===== src/rtl/seq_pkg.sv =====
`default_nettype none
// ============================================================================
//  seq_pkg
//  Shared types and constants for the five-stage sequencer.
//  Revision: 1.0
// ============================================================================
package seq_pkg;

    typedef enum logic [2:0] {
        S_IDLE   = 3'd0,
        S_FETCH  = 3'd1,
        S_DECODE = 3'd2,
        S_EXEC   = 3'd3,
        S_MEM    = 3'd4,
        S_WB     = 3'd5,
        S_HALT   = 3'd6
    } state_e;

    localparam logic [1:0] ERR_NONE    = 2'd0;
    localparam logic [1:0] ERR_OVERRUN = 2'd1;
    localparam logic [1:0] ERR_TIMEOUT = 2'd2;

    localparam int STG_IF  = 0;
    localparam int STG_ID  = 1;
    localparam int STG_EX  = 2;
    localparam int STG_MEM = 3;
    localparam int STG_WB  = 4;

    function automatic logic [4:0] stage_onehot(input state_e s);
        case (s)
            S_FETCH:  return 5'b00001;
            S_DECODE: return 5'b00010;
            S_EXEC:   return 5'b00100;
            S_MEM:    return 5'b01000;
            S_WB:     return 5'b10000;
            default:  return 5'b00000;
        endcase
    endfunction

endpackage
`default_nettype wire


===== src/rtl/stage_watchdog.sv =====
`default_nettype none
// ============================================================================
//  stage_watchdog
//  Counts non-strobe cycles spent in one stage; flags the last allowed cycle.
//  Revision: 1.0
// ============================================================================
module stage_watchdog #(
    parameter int TIMEOUT = 15
) (
    input  logic clk,
    input  logic rst_n,
    input  logic clear,
    input  logic enable,
    output logic expired
);

    localparam int CNT_W = $clog2(TIMEOUT + 1);
    localparam logic [CNT_W-1:0] CNT_LAST = CNT_W'(TIMEOUT - 1);
    localparam logic [CNT_W-1:0] CNT_MAX  = CNT_W'(TIMEOUT);

    logic [CNT_W-1:0] count_q;
    logic [CNT_W-1:0] count_d;

    always_comb begin
        count_d = count_q;
        if (clear) begin
            count_d = '0;
        end else if (enable && (count_q != CNT_MAX)) begin
            count_d = count_q + CNT_W'(1);
        end
    end

    always_ff @(posedge clk or negedge rst_n) begin
        if (!rst_n) begin
            count_q <= '0;
        end else begin
            count_q <= count_d;
        end
    end

    // count_q holds the number of earlier non-strobe cycles, so this is the TIMEOUT-th one
    assign expired = enable && !clear && (count_q >= CNT_LAST);

endmodule
`default_nettype wire


===== src/rtl/stage_sequencer.sv =====
`default_nettype none
// ============================================================================
//  stage_sequencer
//  Multi-cycle control FSM stepping fetch/decode/execute/memory/writeback.
//  Revision: 1.0
// ============================================================================
module stage_sequencer
    import seq_pkg::*;
#(
    parameter int PC_W       = 4,
    parameter int IMEM_DEPTH = 8,
    parameter int TIMEOUT    = 15
) (
    input  logic            clk,
    input  logic            rst_n,
    input  logic            start,
    input  logic [4:0]      stage_done,
    input  logic            halt_req,
    input  logic            branch_taken,
    input  logic [PC_W-1:0] branch_target,
    output logic            stage1,
    output logic            stage2,
    output logic            stage3,
    output logic            stage4,
    output logic            stage5,
    output logic [PC_W-1:0] pc,
    output logic            running,
    output logic            halted,
    output logic [1:0]      error,
    output logic [7:0]      instr_count
);

    localparam logic [PC_W:0] PC_LIMIT = (PC_W + 1)'(IMEM_DEPTH);

    state_e          state_q, state_d;
    logic [4:0]      strobe_q, strobe_d;
    logic [PC_W-1:0] pc_q, pc_d;
    logic [1:0]      err_q, err_d;
    logic [7:0]      cnt_q, cnt_d;
    logic            halt_lat_q, halt_lat_d;
    logic            br_lat_q, br_lat_d;
    logic [PC_W-1:0] br_tgt_q, br_tgt_d;
    logic            running_q, running_d;
    logic            halted_q, halted_d;

    logic            in_stage;
    logic            first_cycle;
    logic            own_done;
    logic            advance;
    logic            wd_clear;
    logic            wd_enable;
    logic            wd_expired;
    logic [PC_W:0]   next_pc;

    assign in_stage    = state_q inside {S_FETCH, S_DECODE, S_EXEC, S_MEM, S_WB};
    assign first_cycle = |strobe_q;
    assign wd_clear    = !in_stage || first_cycle;
    assign wd_enable   = in_stage && !first_cycle;

    stage_watchdog #(
        .TIMEOUT (TIMEOUT)
    ) u_watchdog (
        .clk     (clk),
        .rst_n   (rst_n),
        .clear   (wd_clear),
        .enable  (wd_enable),
        .expired (wd_expired)
    );

    always_comb begin
        own_done = 1'b0;
        case (state_q)
            S_FETCH:  own_done = stage_done[STG_IF];
            S_DECODE: own_done = stage_done[STG_ID];
            S_EXEC:   own_done = stage_done[STG_EX];
            S_MEM:    own_done = stage_done[STG_MEM];
            S_WB:     own_done = stage_done[STG_WB];
            default:  own_done = 1'b0;
        endcase
    end

    // Done is not honoured in the strobe cycle itself
    assign advance = own_done && !first_cycle;

    always_comb begin
        state_d    = state_q;
        pc_d       = pc_q;
        err_d      = err_q;
        cnt_d      = cnt_q;
        halt_lat_d = halt_lat_q;
        br_lat_d   = br_lat_q;
        br_tgt_d   = br_tgt_q;
        next_pc    = br_lat_q ? {1'b0, br_tgt_q} : ({1'b0, pc_q} + (PC_W + 1)'(1));

        case (state_q)
            S_IDLE, S_HALT: begin
                if (start) begin
                    state_d    = S_FETCH;
                    pc_d       = '0;
                    err_d      = ERR_NONE;
                    cnt_d      = '0;
                    halt_lat_d = 1'b0;
                    br_lat_d   = 1'b0;
                    br_tgt_d   = '0;
                end
            end
            S_FETCH: begin
                if (advance) state_d = S_DECODE;
            end
            S_DECODE: begin
                if (advance) begin
                    state_d    = S_EXEC;
                    halt_lat_d = halt_req;
                end
            end
            S_EXEC: begin
                if (advance) begin
                    state_d  = S_MEM;
                    br_lat_d = branch_taken;
                    br_tgt_d = branch_target;
                end
            end
            S_MEM: begin
                if (advance) state_d = S_WB;
            end
            S_WB: begin
                if (advance) begin
                    if (cnt_q != 8'hFF) cnt_d = cnt_q + 8'd1;
                    if (halt_lat_q) begin
                        state_d = S_HALT;
                        err_d   = ERR_NONE;
                    end else if (next_pc >= PC_LIMIT) begin
                        state_d = S_HALT;
                        err_d   = ERR_OVERRUN;
                    end else begin
                        state_d = S_FETCH;
                        pc_d    = next_pc[PC_W-1:0];
                    end
                end
            end
            default: state_d = S_IDLE;
        endcase

        if (in_stage && !advance && wd_expired) begin
            state_d = S_HALT;
            err_d   = ERR_TIMEOUT;
        end
    end

    always_comb begin
        strobe_d  = (state_d != state_q) ? stage_onehot(state_d) : 5'b00000;
        running_d = state_d inside {S_FETCH, S_DECODE, S_EXEC, S_MEM, S_WB};
        halted_d  = (state_d == S_HALT);
    end

    always_ff @(posedge clk or negedge rst_n) begin
        if (!rst_n) begin
            state_q    <= S_IDLE;
            strobe_q   <= '0;
            pc_q       <= '0;
            err_q      <= ERR_NONE;
            cnt_q      <= '0;
            halt_lat_q <= 1'b0;
            br_lat_q   <= 1'b0;
            br_tgt_q   <= '0;
            running_q  <= 1'b0;
            halted_q   <= 1'b0;
        end else begin
            state_q    <= state_d;
            strobe_q   <= strobe_d;
            pc_q       <= pc_d;
            err_q      <= err_d;
            cnt_q      <= cnt_d;
            halt_lat_q <= halt_lat_d;
            br_lat_q   <= br_lat_d;
            br_tgt_q   <= br_tgt_d;
            running_q  <= running_d;
            halted_q   <= halted_d;
        end
    end

    assign stage1      = strobe_q[STG_IF];
    assign stage2      = strobe_q[STG_ID];
    assign stage3      = strobe_q[STG_EX];
    assign stage4      = strobe_q[STG_MEM];
    assign stage5      = strobe_q[STG_WB];
    assign pc          = pc_q;
    assign running     = running_q;
    assign halted      = halted_q;
    assign error       = err_q;
    assign instr_count = cnt_q;

endmodule
`default_nettype wire


===== config.mk =====
export PLATFORM = sky130hd
export DESIGN_NAME = stage_sequencer
export DESIGN_NICKNAME = d
export VERILOG_FILES = /design/src/rtl/seq_pkg.sv /design/src/rtl/stage_watchdog.sv /design/src/rtl/stage_sequencer.sv
export SDC_FILE = /design/constraint.sdc
export NUM_CORES = 1
export LEC_CHECK = 0
export CAP_MARGIN = 5
export CORE_MARGIN = 2
export CORE_UTILIZATION = 30
export DETAILED_ROUTE_END_ITERATION = 8
export HOLD_SLACK_MARGIN = 0.15
export PLACE_DENSITY = 0.59
export SETUP_SLACK_MARGIN = 0.15
export SYNTH_ARGS = -nofsm -noshare
export SYNTH_HDL_FRONTEND = slang
export SYNTH_SLANG_ARGS = --single-unit

===== constraint.sdc =====
create_clock -name clk -period 5.01 [get_ports clk]
set_input_delay 0.501 -clock clk [delete_from_list [all_inputs] [get_ports clk]]
set_output_delay 0.501 -clock clk [all_outputs]
set_load 0.05 [all_outputs]

==> flow_metrics.env, run 1 <==
export IMPL_synth_xor_area_share=0.0239
export IMPL_cp_cell_sequence="nor2b_1 -> a221o_1 -> and3_2 -> a21oi_1 -> or3b_4 -> or3b_1 -> a211o_1"
export IMPL_grt_pass1_vias=1464
export IMPL_required_ns=5.18
export IMPL_finalClockSkew_ns=0.00644
export IMPL_clock_latency_ns=0.29
export IMPL_final_cells=300
export IMPL_path_clk_slew_ns=0.07
export IMPL_drv_cap=0
export IMPL_cp_arrival_ns=3.23
export IMPL_min_period_ns=3.07
export IMPL_crit_slowest_cell="dfrtp_1"
export IMPL_finalSetupTns_ns=0
export IMPL_coreArea_um2=5920
export IMPL_io_buffers=34
export IMPL_cts_resized=0
export IMPL_worst_slack_ns=1.94
export IMPL_postSynthCellCount=189
export IMPL_finalSetupViolations=0
export IMPL_synth_top_cell_by_area="dfrtp_1"
export IMPL_gr_usage_all_layers=0.138
export IMPL_hold_path_end="error[1]$_DFFE_PN0P_"
export IMPL_gr_usage_met1=0.192
export IMPL_r2r_end="pc[2]$_DFFE_PN0P_"
export IMPL_row_count=28
export IMPL_cts_buffers=5
export IMPL_synth_cell_types=54
export IMPL_synth_nets=207
export IMPL_syn_area_um2=1830
export IMPL_async_flop_share=1.00
export IMPL_final_antenna_net_count=0
export IMPL_p_leak_nw=0.965
export IMPL_ff2ff_setup_slack_ns=1.94
export IMPL_maxSlewHeadroom=0.413
export IMPL_critPathCaptureType="flop"
export IMPL_start_util=0.309
export IMPL_finalHoldViolCount=0
export IMPL_cts_sinks=34
export IMPL_first_pass_iters=4
export IMPL_cts_root_buffer="clkbuf_8"
export IMPL_cp_start_kind="flop"
export IMPL_cpPeakStageDelay_ns=0.61
export IMPL_postCtsSetupRepairBufs=0
export IMPL_total_power_w=0.00111
export IMPL_timing_setup_critical_path_class="reg2reg"
export IMPL_finalNetCount=242
export IMPL_routed_wl_um=4190
export IMPL_synthFlopType="dfrtp_1"
export IMPL_power_density_nw_per_um2=481
export IMPL_ir_drop_uv=242
export IMPL_min_period_over_period=0.612
export IMPL_yosys_area_share_adder=0.0274
export IMPL_vias_per_cell=5.01
export IMPL_slew_violations=0
export IMPL_reg2reg_depth=7
export IMPL_outcome="completed"
export IMPL_pre_cts_slack_ns=1.88
export IMPL_r2r_start="state_q[2]$_DFF_PN0_"
export IMPL_drt_first_iter_violations=105
export IMPL_die_area_um2=6740
export IMPL_fmax_ghz=0.326
export IMPL_wire_per_inst_um=14.0
export IMPL_synth_compound_area_frac=0.172
export IMPL_top_usage_layer="met2"
export IMPL_crit_path_max_fanout=16
export IMPL_hp_start="error[1]$_DFFE_PN0P_"
export IMPL_grt_max_degree=35
export IMPL_area_delta_synth_final_pct=25.6
export IMPL_grt_use_met2=0.209
export IMPL_drc=0
export IMPL_critPathTopFamily="simple AND/OR/NAND/NOR gates"
export IMPL_n_antenna_cell=0
export IMPL_yosys_register_bits=34
export IMPL_dp_cells=292
export IMPL_yosys_warnings=0
export IMPL_synth_top_area_frac=0.465
export IMPL_cts_tree="done"
export IMPL_die_width_um=82.1
export IMPL_hold_depth=1
export IMPL_worstMarginPinSlew_ns=0.873
export IMPL_die_y_um=82.1
export IMPL_synth_area_top_cells="dfrtp_1, nand2_1, nor2_1, o21ai_0, ha_1"
export IMPL_hold_buffers=0
export IMPL_grt_first_pass_wirelength_um=7070
export IMPL_muxShareOfSynthArea=0.0171
export IMPL_cts_buffer_depth=2
export IMPL_gp_congestion=0.865
export IMPL_cp_num_buf_inv=0
export IMPL_htreeDepth=2
export IMPL_dpl_hpwl_um=3030
export IMPL_rsz0062_at_grt="false"
export IMPL_grtUsageMet3=0.0264
export IMPL_synth_simple_area_share=0.246
export IMPL_avgSynthCellArea_um2=9.68
export IMPL_vias=1503
export IMPL_io_pins=35
export IMPL_synth_top_family_by_area="simple AND/OR/NAND/NOR gates"
export IMPL_final_layout_size_suffix_gt1_frac=0.102
export IMPL_antenna_found_initial=0
export IMPL_hp_class="reg2reg"
export IMPL_synth_edff_count=0
export IMPL_seq_area_frac_synth=0.465
export IMPL_overflow=0
==> cell usage after synthesis, types with 2 or more instances <==
master / count
buf_6: 4
nand4_1: 2
o21ai_0: 13
o211ai_1: 2
xnor2_1: 2
a211oi_2: 2
nor2b_1: 2
a31oi_1: 6
ha_1: 4
a21oi_1: 5
nand3_1: 7
nand2_1: 26
clkbuf_1: 2
xor2_1: 3
dfrtp_1: 34
or3_1: 2
and3_1: 2
o31ai_1: 3
nor3_1: 5
nor3b_1: 4
inv_1: 5
and2_1: 2
mux2i_1: 2
a211oi_1: 3
nor2_1: 18
==> logic make-up after synthesis <==
kind of cell / Yosys count
AOI/OAI and AO/OA: 45
DFF: 34
muxes: 3
xor gates and xnor gates: 5
and+or+nand+nor: 85
buffers and inverters: 13
adders and majority gates: 4
==> power by group <==
| group | internal (W) | switching, W |
|---|---|---|
| Clock | 0.000111 | 0.0000966 |
| Sequential | 0.000332 | 0.0000844 |
| Combinational | 0.000183 | 0.000298 |
==> routing by layer <==
metal | up-vias | share of wire
li1 | 754 | -
met1 | 699 | 0.47
met2 | 41 | 0.47
met3 | 9 | 0.047
met4 | 0 | 0.019
met5 | - | 0
==> placed cells by master (no fill, tap or decap), types with 2 or more instances in the layout <==
master,n
dfrtp_1,34
nand4_1,2
o211ai_1,2
a21oi_1,5
clkdlybuf4s50_1,34
buf_4,2
nor2b_1,2
xor2_1,3
nor3b_1,4
mux2i_1,2
and3_1,2
o31ai_1,3
xnor2_1,2
nor2_1,18
inv_1,5
o21ai_0,13
clkbuf_8,6
a31oi_1,6
and2_1,2
nand2_1,26
a211oi_1,3
or3_1,2
nand3_1,7
a211oi_2,2
ha_1,4
nor3_1,5
==> registers in the layout (all words and copies together), names as in the netlist <==
name	count
br_tgt_q	4
strobe_q	5
pc	4
instr_count	8
error	2
u_watchdog.count_q	4
br_lat_q	1
state_q	3
halt_lat_q	1
running	1
halted	1
==> metrics by stage <==
stage / utilization / instance area, um2 / hold slack [ns]
after global placement: 0.373 / 2210 / 0.513
after global routing: 0.388 / 2300 / 0.550
after floorplan: - / 1830 / 0.205
after CTS: 0.388 / 2300 / 0.536
final: 0.388 / 2300 / 0.528
after detailed placement: 0.373 / 2210 / 0.525
==> worst register-to-register path, cell delays in order (launching register included) <==
cell and delay (ns):
dfrtp_1 0.61, nor2b_1 0.54, a221o_1 0.30, and3_2 0.21
a21oi_1 0.07, or3b_4 0.40, or3b_1 0.50, a211o_1 0.33
==> how the worst max path moves through the flow <==
stage / from / end / slack (ns) / cells after the start
finish: state_q[2]$_DFF_PN0_ / pc[2]$_DFFE_PN0P_ / 1.94 / 7
global placement: stage_done[2] / pc[2]$_DFFE_PN0P_ / 1.94 / 9
CTS: state_q[2]$_DFF_PN0_ / pc[2]$_DFFE_PN0P_ / 1.94 / 7
floorplan: strobe_q[1]$_DFF_PN0_ / pc[2]$_DFFE_PN0P_ / 2.10 / 8
detailed placement: stage_done[2] / pc[2]$_DFFE_PN0P_ / 1.88 / 9
global route: state_q[2]$_DFF_PN0_ / pc[0]$_DFFE_PN0P_ / 1.70 / 7
==> area by class of cell <==
class / count / area (um2)
Fill cell: 596 / 3620
Multi-Input combinational cell: 142 / 888
Sequential cell: 34 / 851
Timing Repair Buffer: 36 / 355
Tap cell: 75 / 93.8
Clock buffer: 7 / 86.3
Inverter: 5 / 18.8
Clock inverter: 1 / 5.00
(Power assumes the default switching activity.)
==> run 2, diff against run 1 <==
- PLACE_DENSITY: 0.59 -> 0.61
- clock period: 5.01 -> 2.6 ns (I/O delays scaled with it)
==> flow_metrics.env, run 2 (synthesis results as in run 1) <==
export IMPL_outcome="finished, violations left"
export IMPL_violations="negative setup slack"
export IMPL_io_buffers=34
export IMPL_die_area_um2=6740
export IMPL_n_antenna_cell=0
export IMPL_final_layout_size_suffix_gt1_frac=0.265
export IMPL_finalSetupTns_ns=-0.216
export IMPL_final_cells=332
export IMPL_largest_reg_flops=8
export IMPL_cts_buffer_depth=2
export IMPL_pre_cts_slack_ns=-0.140
export IMPL_htreeDepth=2
export IMPL_io_pins=35
export IMPL_finalSetupViolations=4
export IMPL_cts_sinks=34
export IMPL_fmax_ghz=0.376
export IMPL_hp_class="in2async"
export IMPL_coreArea_um2=5920
export IMPL_vias=1626
export IMPL_final_antenna_net_count=0
export IMPL_power_density_nw_per_um2=987
export IMPL_final_common_cell="clkdlybuf4s50_1"
export IMPL_cts_buffers=5
export IMPL_worstMarginPinSlew_ns=0.503
export IMPL_timing_setup_critical_path_class="reg2reg"
export IMPL_row_count=28
export IMPL_grt_pass1_vias=1636
export IMPL_grt_max_degree=35
export IMPL_min_period_over_period=1.02
export IMPL_total_power_w=0.00262
export IMPL_antenna_found_initial=0
export IMPL_grt_first_pass_wirelength_um=7590
export IMPL_dpl_hpwl_um=3370
export IMPL_cp_start_kind="flop"
export IMPL_ff2ff_setup_slack_ns=-0.06
export IMPL_drc=0
export IMPL_worst_slack_ns=-0.0627
export IMPL_routed_wl_um=4480
export IMPL_vias_per_cell=4.90
export IMPL_dp_cells=322
export IMPL_finalNetCount=274
export IMPL_start_util=0.309
export IMPL_cp_arrival_ns=2.85
export IMPL_critPathCaptureType="flop"
export IMPL_path_clk_slew_ns=0.07
export IMPL_cts_tree="done"
export IMPL_cts_root_buffer="clkbuf_8"
export IMPL_sw_frac_of_total=0.411
export IMPL_fill_cells=587
export IMPL_maxSlewHeadroom=0.664
export IMPL_finalHoldViolCount=0
export IMPL_finalClockSkew_ns=0.00927
export IMPL_required_ns=2.79
export IMPL_intPower_w=0.00154
export IMPL_pwr_share_clk=0.149
export IMPL_rsz0062_at_grt="true"
export IMPL_crit_path_max_fanout=5
export IMPL_min_period_ns=2.66
export IMPL_die_width_um=82.1
export IMPL_drv_cap=0
export IMPL_overflow=0
export IMPL_hold_buffers=0
export IMPL_first_pass_iters=4
export IMPL_die_y_um=82.1
export IMPL_slew_violations=0
export IMPL_ir_drop_uv=482
export IMPL_fin_util=0.448
export IMPL_p_leak_nw=1.15
export IMPL_wire_per_inst_um=13.5
export IMPL_netSwitchingPower_w=0.00108
export IMPL_drt_first_iter_violations=138
export IMPL_area_delta_synth_final_pct=44.9
export IMPL_gr_usage_all_layers=0.151
export IMPL_gp_congestion=0.932
export IMPL_clock_latency_ns=0.28
export IMPL_combPwrFrac=0.558
export IMPL_final_cell_mix="clkdlybuf4s50_1, dfrtp_1, buf_4"
export IMPL_p_seq_frac=0.293
## run 2: final cells by class
type | count | area, um2 | share of cell area
Sequential cell | 34 | 855 | 0.322
Clock buffer | 7 | 86.3 | 0.0326
Clock inverter | 1 | 5.00 | 0.00189
Inverter | 5 | 18.8 | 0.00708
Timing Repair Buffer | 68 | 611 | 0.230
Tap cell | 75 | 93.8 | 0.0354
Multi-Input combinational cell | 142 | 981 | 0.370
## run 2: worst max-delay path: stages, from the launching register on
cell and delay (ns):
dfrtp_2 0.40, or4_4 0.57, a211oi_4 0.20, and3_4 0.22, a21oi_2 0.05, or3b_4 0.37, or3b_4 0.41, buf_6 0.15
o31ai_4 0.20
## run 2: power groups by stage
stage / logic [W] / clock network (W) / registers [W]
final: 0.00146 / 0.000390 / 0.000766
after global routing: 0.00158 / 0.000435 / 0.000788
after CTS: 0.00138 / 0.000405 / 0.000765
after detailed placement: 0.00128 / 0 / 0.000774
after global placement: 0.00127 / 0 / 0.000770
after floorplan: 0.000665 / 0 / 0.000879
## run 2: metrics by stage
step / hold slack (ns) / instance area [um2]
global placement: 0.521 / 2440
global route: 0.425 / 2650
detailed placement: 0.526 / 2440
floorplan: -0.0356 / 1830
finish: 0.382 / 2650
CTS: 0.401 / 2590
## run 2: repair_timing
action,CTS,global route
pin swaps,7,4
setup buffers,2,0
gates resized for setup,11,12
setup endpoints to repair,9,14
## run 2: layer usage
layer,vias to the layer above,wire length [um],track usage
met1,770,2190,0.202
met2,32,2060,0.235
li1,818,-,-
met5,-,0,0
met3,6,183,0.0462
met4,0,52,0.0433
## run 2: path summary, 6_finish.rpt
kind                       cells after the start                    start                       to
min                                            2                    rst_n  br_tgt_q[0]$_DFFE_PN0P_
max reg2reg                                    8    strobe_q[1]$_DFF_PN0_        pc[0]$_DFFE_PN0P_
max                                            8    strobe_q[1]$_DFF_PN0_        pc[0]$_DFFE_PN0P_
min in group clk                               3         branch_target[1]  br_tgt_q[1]$_DFFE_PN0P_
min reg2reg                                    2  br_tgt_q[0]$_DFFE_PN0P_  br_tgt_q[0]$_DFFE_PN0P_
max in group asynchronous                      2                    rst_n    strobe_q[3]$_DFF_PN0_
